**src/rtl/dmem_arb_pkg.sv**
```systemverilog
// Shared types and default widths for the dmem arbiter slice.
package dmem_arb_pkg;

  localparam int DMEM_ADDR_W = 12;
  localparam int DMEM_DATA_W = 32;

  typedef enum logic {
    OWNER_P0 = 1'b0,
    OWNER_P1 = 1'b1
  } owner_e;

  typedef struct packed {
    logic   valid;
    owner_e owner;
  } trk_entry_t;

endpackage

```
**src/rtl/dmem_arbiter_if.sv**
```systemverilog
// Requester ports (0 = load/store, 1 = debug/loader) plus the dmem-side bus.
// Handshake: a request (req/we/addr/wdata) is accepted on the rising edge where
// gnt is high; until then the requester holds it stable. rvalid qualifies rdata.
interface dmem_arbiter_if
  import dmem_arb_pkg::*;
#(
  parameter int ADDR_W = DMEM_ADDR_W,
  parameter int DATA_W = DMEM_DATA_W
) ();

  logic              req0, we0, gnt0, rvalid0;
  logic [ADDR_W-1:0] addr0;
  logic [DATA_W-1:0] wdata0, rdata0;
  logic              req1, we1, gnt1, rvalid1;
  logic [ADDR_W-1:0] addr1;
  logic [DATA_W-1:0] wdata1, rdata1;
  logic [ADDR_W-1:0] address_dmem;
  logic [DATA_W-1:0] data, q_dmem;
  logic              wren;

  modport slave (
    input  req0, we0, addr0, wdata0, req1, we1, addr1, wdata1, q_dmem,
    output gnt0, rvalid0, rdata0, gnt1, rvalid1, rdata1,
    output address_dmem, data, wren
  );

  modport master (
    output req0, we0, addr0, wdata0, req1, we1, addr1, wdata1, q_dmem,
    input  gnt0, rvalid0, rdata0, gnt1, rvalid1, rdata1,
    input  address_dmem, data, wren
  );

endinterface

```
**src/rtl/dmem_arb_rdtrack.sv**
```systemverilog
// In-flight read tracker: RD_LAT-deep {valid, owner} pipe aligned with dmem latency.
module dmem_arb_rdtrack
  import dmem_arb_pkg::*;
#(
  parameter int RD_LAT = 1
) (
  input  logic       clock,
  input  logic       reset,
  input  trk_entry_t push_i,
  output logic       rvalid0_o,
  output logic       rvalid1_o
);

  trk_entry_t pipe_q [RD_LAT];
  trk_entry_t tail;

  always_ff @(posedge clock or posedge reset) begin
    if (reset) begin
      for (int i = 0; i < RD_LAT; i++) pipe_q[i] <= '{valid: 1'b0, owner: OWNER_P0};
    end else begin
      pipe_q[0] <= push_i;
      for (int i = 1; i < RD_LAT; i++) pipe_q[i] <= pipe_q[i-1];
    end
  end

  assign tail      = pipe_q[RD_LAT-1];
  assign rvalid0_o = tail.valid && (tail.owner == OWNER_P0);
  assign rvalid1_o = tail.valid && (tail.owner == OWNER_P1);

endmodule

```
**src/rtl/dmem_arbiter.sv**
```systemverilog
// Two-port arbiter for the single-port dmem: port 0 priority, port 1 anti-starvation.
// Optional grant/conflict statistics outputs when DMEM_ARB_STATS_EN is defined.
module dmem_arbiter
  import dmem_arb_pkg::*;
#(
  parameter int ADDR_W     = DMEM_ADDR_W,
  parameter int DATA_W     = DMEM_DATA_W,
  parameter int RD_LAT     = 1,
  parameter int MAX_CONSEC = 4
) (
  input  logic          clock,
  input  logic          reset,
  dmem_arbiter_if.slave bus
`ifdef DMEM_ARB_STATS_EN
  ,
  output logic [31:0]   gcnt0,
  output logic [31:0]   gcnt1,
  output logic [31:0]   conflict_cnt
`endif
);

  localparam int SC_W = $clog2(MAX_CONSEC + 1);
  localparam logic [SC_W-1:0] SC_MAX = SC_W'(MAX_CONSEC);

  logic [SC_W-1:0]   starve_cnt_q, starve_cnt_d;
  logic              force1, gnt0, gnt1, we_sel;
  logic [ADDR_W-1:0] addr_sel;
  logic [DATA_W-1:0] data_sel;
  trk_entry_t        push;

  always_comb begin
    force1       = bus.req1 && (starve_cnt_q == SC_MAX);
    // Grants are suppressed during reset so dmem sees no write or address.
    gnt0         = !reset && bus.req0 && !force1;
    gnt1         = !reset && bus.req1 && (!bus.req0 || force1);
    addr_sel     = '0;
    data_sel     = '0;
    we_sel       = 1'b0;
    starve_cnt_d = starve_cnt_q;
    if (gnt0) begin
      addr_sel = bus.addr0;
      data_sel = bus.wdata0;
      we_sel   = bus.we0;
    end else if (gnt1) begin
      addr_sel = bus.addr1;
      data_sel = bus.wdata1;
      we_sel   = bus.we1;
    end
    if (gnt1 || !bus.req1) begin
      starve_cnt_d = '0;
    end else if (gnt0 && (starve_cnt_q != SC_MAX)) begin
      starve_cnt_d = starve_cnt_q + SC_W'(1);
    end
    push = '{valid: (gnt0 || gnt1) && !we_sel, owner: gnt1 ? OWNER_P1 : OWNER_P0};
  end

  always_ff @(posedge clock or posedge reset) begin
    if (reset) starve_cnt_q <= '0;
    else       starve_cnt_q <= starve_cnt_d;
  end

  dmem_arb_rdtrack #(.RD_LAT(RD_LAT)) u_rdtrack (
    .clock     (clock),
    .reset     (reset),
    .push_i    (push),
    .rvalid0_o (bus.rvalid0),
    .rvalid1_o (bus.rvalid1)
  );

  assign bus.gnt0         = gnt0;
  assign bus.gnt1         = gnt1;
  assign bus.address_dmem = addr_sel;
  assign bus.data         = data_sel;
  assign bus.wren         = we_sel;
  assign bus.rdata0       = bus.q_dmem;
  assign bus.rdata1       = bus.q_dmem;

`ifdef DMEM_ARB_STATS_EN
  logic [31:0] gcnt0_q, gcnt1_q, conflict_cnt_q;

  always_ff @(posedge clock or posedge reset) begin
    if (reset) begin
      gcnt0_q        <= '0;
      gcnt1_q        <= '0;
      conflict_cnt_q <= '0;
    end else begin
      if (gnt0)                 gcnt0_q        <= gcnt0_q + 32'd1;
      if (gnt1)                 gcnt1_q        <= gcnt1_q + 32'd1;
      if (bus.req0 && bus.req1) conflict_cnt_q <= conflict_cnt_q + 32'd1;
    end
  end

  assign gcnt0        = gcnt0_q;
  assign gcnt1        = gcnt1_q;
  assign conflict_cnt = conflict_cnt_q;
`endif

endmodule

```
**src/flat_wrapper.sv**
```systemverilog
// flat-port wrapper written by rule: the top's interface ports become plain ports
module dmem_arbiter_flat import dmem_arb_pkg::*;
#(
  parameter int ADDR_W     = DMEM_ADDR_W,
  parameter int DATA_W     = DMEM_DATA_W,
  parameter int RD_LAT     = 1,
  parameter int MAX_CONSEC = 4
)
  (clock, reset, bus_req0, bus_we0, bus_addr0, bus_wdata0, bus_req1, bus_we1, bus_addr1, bus_wdata1, bus_q_dmem, bus_gnt0, bus_rvalid0, bus_rdata0, bus_gnt1, bus_rvalid1, bus_rdata1, bus_address_dmem, bus_data, bus_wren);
  dmem_arbiter_if #(.ADDR_W(ADDR_W), .DATA_W(DATA_W)) bus_i ();
  input  logic clock;
  input  logic reset;
  input wire logic [$bits(bus_i.req0)-1:0] bus_req0;
  input wire logic [$bits(bus_i.we0)-1:0] bus_we0;
  input wire logic [$bits(bus_i.addr0)-1:0] bus_addr0;
  input wire logic [$bits(bus_i.wdata0)-1:0] bus_wdata0;
  input wire logic [$bits(bus_i.req1)-1:0] bus_req1;
  input wire logic [$bits(bus_i.we1)-1:0] bus_we1;
  input wire logic [$bits(bus_i.addr1)-1:0] bus_addr1;
  input wire logic [$bits(bus_i.wdata1)-1:0] bus_wdata1;
  input wire logic [$bits(bus_i.q_dmem)-1:0] bus_q_dmem;
  output wire logic [$bits(bus_i.gnt0)-1:0] bus_gnt0;
  output wire logic [$bits(bus_i.rvalid0)-1:0] bus_rvalid0;
  output wire logic [$bits(bus_i.rdata0)-1:0] bus_rdata0;
  output wire logic [$bits(bus_i.gnt1)-1:0] bus_gnt1;
  output wire logic [$bits(bus_i.rvalid1)-1:0] bus_rvalid1;
  output wire logic [$bits(bus_i.rdata1)-1:0] bus_rdata1;
  output wire logic [$bits(bus_i.address_dmem)-1:0] bus_address_dmem;
  output wire logic [$bits(bus_i.data)-1:0] bus_data;
  output wire logic [$bits(bus_i.wren)-1:0] bus_wren;
  assign bus_i.req0 = bus_req0;
  assign bus_i.we0 = bus_we0;
  assign bus_i.addr0 = bus_addr0;
  assign bus_i.wdata0 = bus_wdata0;
  assign bus_i.req1 = bus_req1;
  assign bus_i.we1 = bus_we1;
  assign bus_i.addr1 = bus_addr1;
  assign bus_i.wdata1 = bus_wdata1;
  assign bus_i.q_dmem = bus_q_dmem;
  assign bus_gnt0 = bus_i.gnt0;
  assign bus_rvalid0 = bus_i.rvalid0;
  assign bus_rdata0 = bus_i.rdata0;
  assign bus_gnt1 = bus_i.gnt1;
  assign bus_rvalid1 = bus_i.rvalid1;
  assign bus_rdata1 = bus_i.rdata1;
  assign bus_address_dmem = bus_i.address_dmem;
  assign bus_data = bus_i.data;
  assign bus_wren = bus_i.wren;
  dmem_arbiter #(.ADDR_W(ADDR_W), .DATA_W(DATA_W), .RD_LAT(RD_LAT), .MAX_CONSEC(MAX_CONSEC)) u_core (.clock(clock), .reset(reset), .bus(bus_i));
endmodule
```
**config.mk**
```make
export PLATFORM = sky130hd
export DESIGN_NAME = dmem_arbiter_flat
export DESIGN_NICKNAME = d
export VERILOG_FILES = /design/src/rtl/dmem_arb_pkg.sv /design/src/rtl/dmem_arbiter_if.sv /design/src/rtl/dmem_arb_rdtrack.sv /design/src/rtl/dmem_arbiter.sv /design/src/flat_wrapper.sv
export SDC_FILE = /design/constraint.sdc
export NUM_CORES = 1
export LEC_CHECK = 0
export ABC_CLOCK_PERIOD_IN_PS = 1620
export BUFFER_PORTS_ARGS = -buffer_cell sky130_fd_sc_hd__buf_2
export CAP_MARGIN = 20
export CORE_AREA = 2 2 94 96
export CTS_CLUSTER_SIZE = 10
export DETAILED_ROUTE_END_ITERATION = 6
export DIE_AREA = 0 0 96 98
export PLACE_DENSITY_LB_ADDON = 0.2
export SKIP_LAST_GASP = 1
export SLEW_MARGIN = 10
export SYNTH_ARGS = -nofsm -noshare
export SYNTH_HDL_FRONTEND = slang
export SYNTH_SLANG_ARGS = --single-unit
```
**constraint.sdc**
```tcl
create_clock -name clock -period 1.62 [get_ports clock]
set_input_delay 0.162 -clock clock [delete_from_list [all_inputs] [get_ports clock]]
set_output_delay 0.162 -clock clock [all_outputs]
set_load 0.1 [all_outputs]
```
==> summary.txt <==
first-pass GRT wire length: 7.20 mm
adder-cell share of the synthesized area: 1.94%
Distinct cells, synth: 21
synthesized area per cell: 8.66 µm²
Synth Area in XOR/XNOR: 0%
Net Sw Power: 0.000791 W
mux contribution to synthesized area: 0%
clock share of power: 14.3%
Mapped Area: 0.00129 mm²
synth top area cells: buf_4, a22o_1, dfrtp_1
Chip Height: 98 µm
layout cell share with drive strength beyond 1: 90.1%
Synth Warn #: 0
Yosys reg bits: 5
CTS clock-pin slew for the worst setup and hold paths: 0.04 ns
total gr overflow: 0
Detailed Place HPWL: 3.98 mm
DP Worst Slack: -0.119 ns
drt pass-1 iters: 4
Worst slew margin: 68.0%
vias: 1425
Worst Setup Path Type: register to output port
io pins: 239
Fin. Hold Viols: 0
critical path required time: 1.46 ns
CP top delay family: buffers and inverters
net switching fraction of the power: 49.7%
die area: 0.00941 mm²
Compound-Gate Fraction of Synth Area: 34.8%
Max Clk Rate: 0.517 GHz
DRT iter0 DRCs: 17
average detailed-routed wire length per instance: 14.6 µm
Syn Inst Count: 149
leakage: 1.39 nW
CP max stage delay: 0.36 ns
row count: 34
Post-Synth Simple-Gate Area: 6.69%
Worst Path Arrival: 1.77 ns
vias per inst: 4.06
clk sink count: 5
buffer depth of the longest clock path: 2
hold_ws: 0.224 ns
Fillers: 882
Int Pwr: 0.000800 W
antenna violations before repair: 0
H-Tree Level Count: 1
final number of max-transition violations: 0
Layout Area Growth over Synthesis: 119%
crit path launch type: register
RD Place Congestion: 0.759
CP Buf/Inv Count: 4
run status: finished with violations
sequential area share after synthesis: 9.70%
vias in the first global route: 1399
critical path's slowest cell: dfrtp_1
RSZ-0062 raised after global routing: yes
largest net degree at the start of global routing: 23
Fin Clk Skew: 0.00233 ns
P per Cell Area: 563 mW/mm²
class of the worst hold path: input port to register
initial cell density of the core: 15.2%
overall routing resource usage: 9.80%
Setup crit end kind: output port
CTS tree: yes
share of the synthesized area in the top cell type: 37.2%
CTS root buffer: clkbuf_8
Die X: 96 µm
Cell Chain, Critical Path: inv_2 > ha_4 > a21boi_4 > nor3b_4 > buf_4 > buf_12 > a22o_2 > buf_12
Combinational Power Share: 77.4%
violated checks: setup timing
period utilization: 119%
DRC: 0
fin nets: 372
final wirelength: 5.12 mm
worst-path maximum fanout: 22
peak supply drop: 0.000411 V
Core ar.: 0.00847 mm²
diode count: 0
Pwr Total: 0.00159 W
sequential share of power: 8.3%
worst-margin pin slew: 0.484 ns
TritonCTS buffer count: 3
syn_nets: 277
worst-skew pair later-pin latency: 0.22 ns
largest area contributor in the netlist: buf_4
Final setup viols: 47
count of input and output buffers: 142
Setup WS post-layout: -0.315 ns
largest family of logic cells by synthesized area: buffers and inverters
Max Cap Violations: 0
fin crit period: 1.94 ns
CP dominant cell by count: buf_12
Routed Antenna Nets: 0
[power by group through the flow]
stage               logic (W)  registers [W]  clock network [W]
floorplan             0.00145       0.000134                  0
global placement      0.00117       0.000134                  0
detailed placement    0.00117       0.000134                  0
CTS                   0.00123       0.000132           0.000234
global route          0.00127       0.000133           0.000246
finish                0.00123       0.000132           0.000227
[layer usage]
layer | up-vias | wire length (µm) | track usage (%)
li1 | 669 | - | -
met1 | 673 | 1630 | 9.73
met2 | 78 | 2980 | 19.9
met3 | 5 | 464 | 1.77
met4 | 0 | 43 | 2.64
met5 | - | 0 | 0
[cells by family (layout without fill, tap and decap cells)]
| family | count (synthesis) | after routing |
|---|---|---|
| and+or+nand+nor | 14 | 14 |
| buffers and inverters | 77 | 171 |
| DFF | 5 | 5 |
| adders and majority gates | 2 | 2 |
| AOI/OAI and AO/OA | 51 | 51 |
[cell usage after synthesis (all sizes together)]
cell     instances
a22o            45
nand2            2
nand2b           1
nor3b            2
nor2b            2
and2             1
a21boi           4
dfrtp            5
a2bb2oi          1
buf             74
ha               2
nand3            3
inv              3
nand4b           1
nor2             1
o21ai            1
and3             1
[layout by cell type (no fill, tap or decap), types with 2 or more instances in the layout]
| cell type | count |
|---|---|
| buf_2 | 95 |
| buf_12 | 50 |
| a22o_2 | 23 |
| a22o_4 | 22 |
| buf_4 | 14 |
| dfrtp_1 | 5 |
| inv_2 | 3 |
| nand3_1 | 3 |
| a21boi_0 | 3 |
| clkbuf_8 | 3 |
| buf_16 | 3 |
| nand2_1 | 2 |
[timing repair]
action                                  4_1_cts  5_1_grt
hold buffers                                  1        0
hold endpoints to repair                      5        0
gates cloned                                  2        1
pin swaps                                     2        2
setup buffers                                 6        2
resized for setup                            16        1
endpoints found under the setup margin       47       47
[state kept, by name (all words and copies together), names as in the netlist]
| name | flops |
|---|---|
| u_core.starve_cnt_q | 3 |
| u_core.u_rdtrack.pipe_q | 2 |
[worst paths after layout]
kind                                         from                          to  slack, ns  depth (start not counted)
min in group asynchronous                   reset      u_core.starve_cnt_q[2]       0.52                          4
min reg2reg                u_core.starve_cnt_q[0]      u_core.starve_cnt_q[0]       0.61                          3
max                        u_core.starve_cnt_q[1]                bus_data[12]      -0.32                          8
max reg2reg                u_core.starve_cnt_q[0]      u_core.starve_cnt_q[2]       0.13                          7
max in group asynchronous                   reset      u_core.starve_cnt_q[1]       0.98                          4
min                                         reset  u_core.u_rdtrack.pipe_q[1]       0.22                          2
[per-stage QoR]
stage,util [%],setup TNS [ns],area [µm²],cells
6_report,33.4,-13.74,2820,351
5_1_grt,33.4,-16.86,2820,351
3_5_place_dp,29.8,-3.93,2520,335
4_1_cts,32.8,-14.72,2780,348
3_3_place_gp,29.8,-3.12,2520,335
2_1_floorplan,-,-4.98,1450,149
[final cells by class]
type | count | area (µm²) | share of cell area [%]
multi-input combinational | 67 | 808 | 28.6
clock buffer | 4 | 45.0 | 1.60
timing repair buffer | 164 | 1700 | 60.2
inverter | 3 | 11.3 | 0.399
tap | 108 | 135 | 4.79
sequential | 5 | 125 | 4.43
Power figures use the tool's default switching activity.
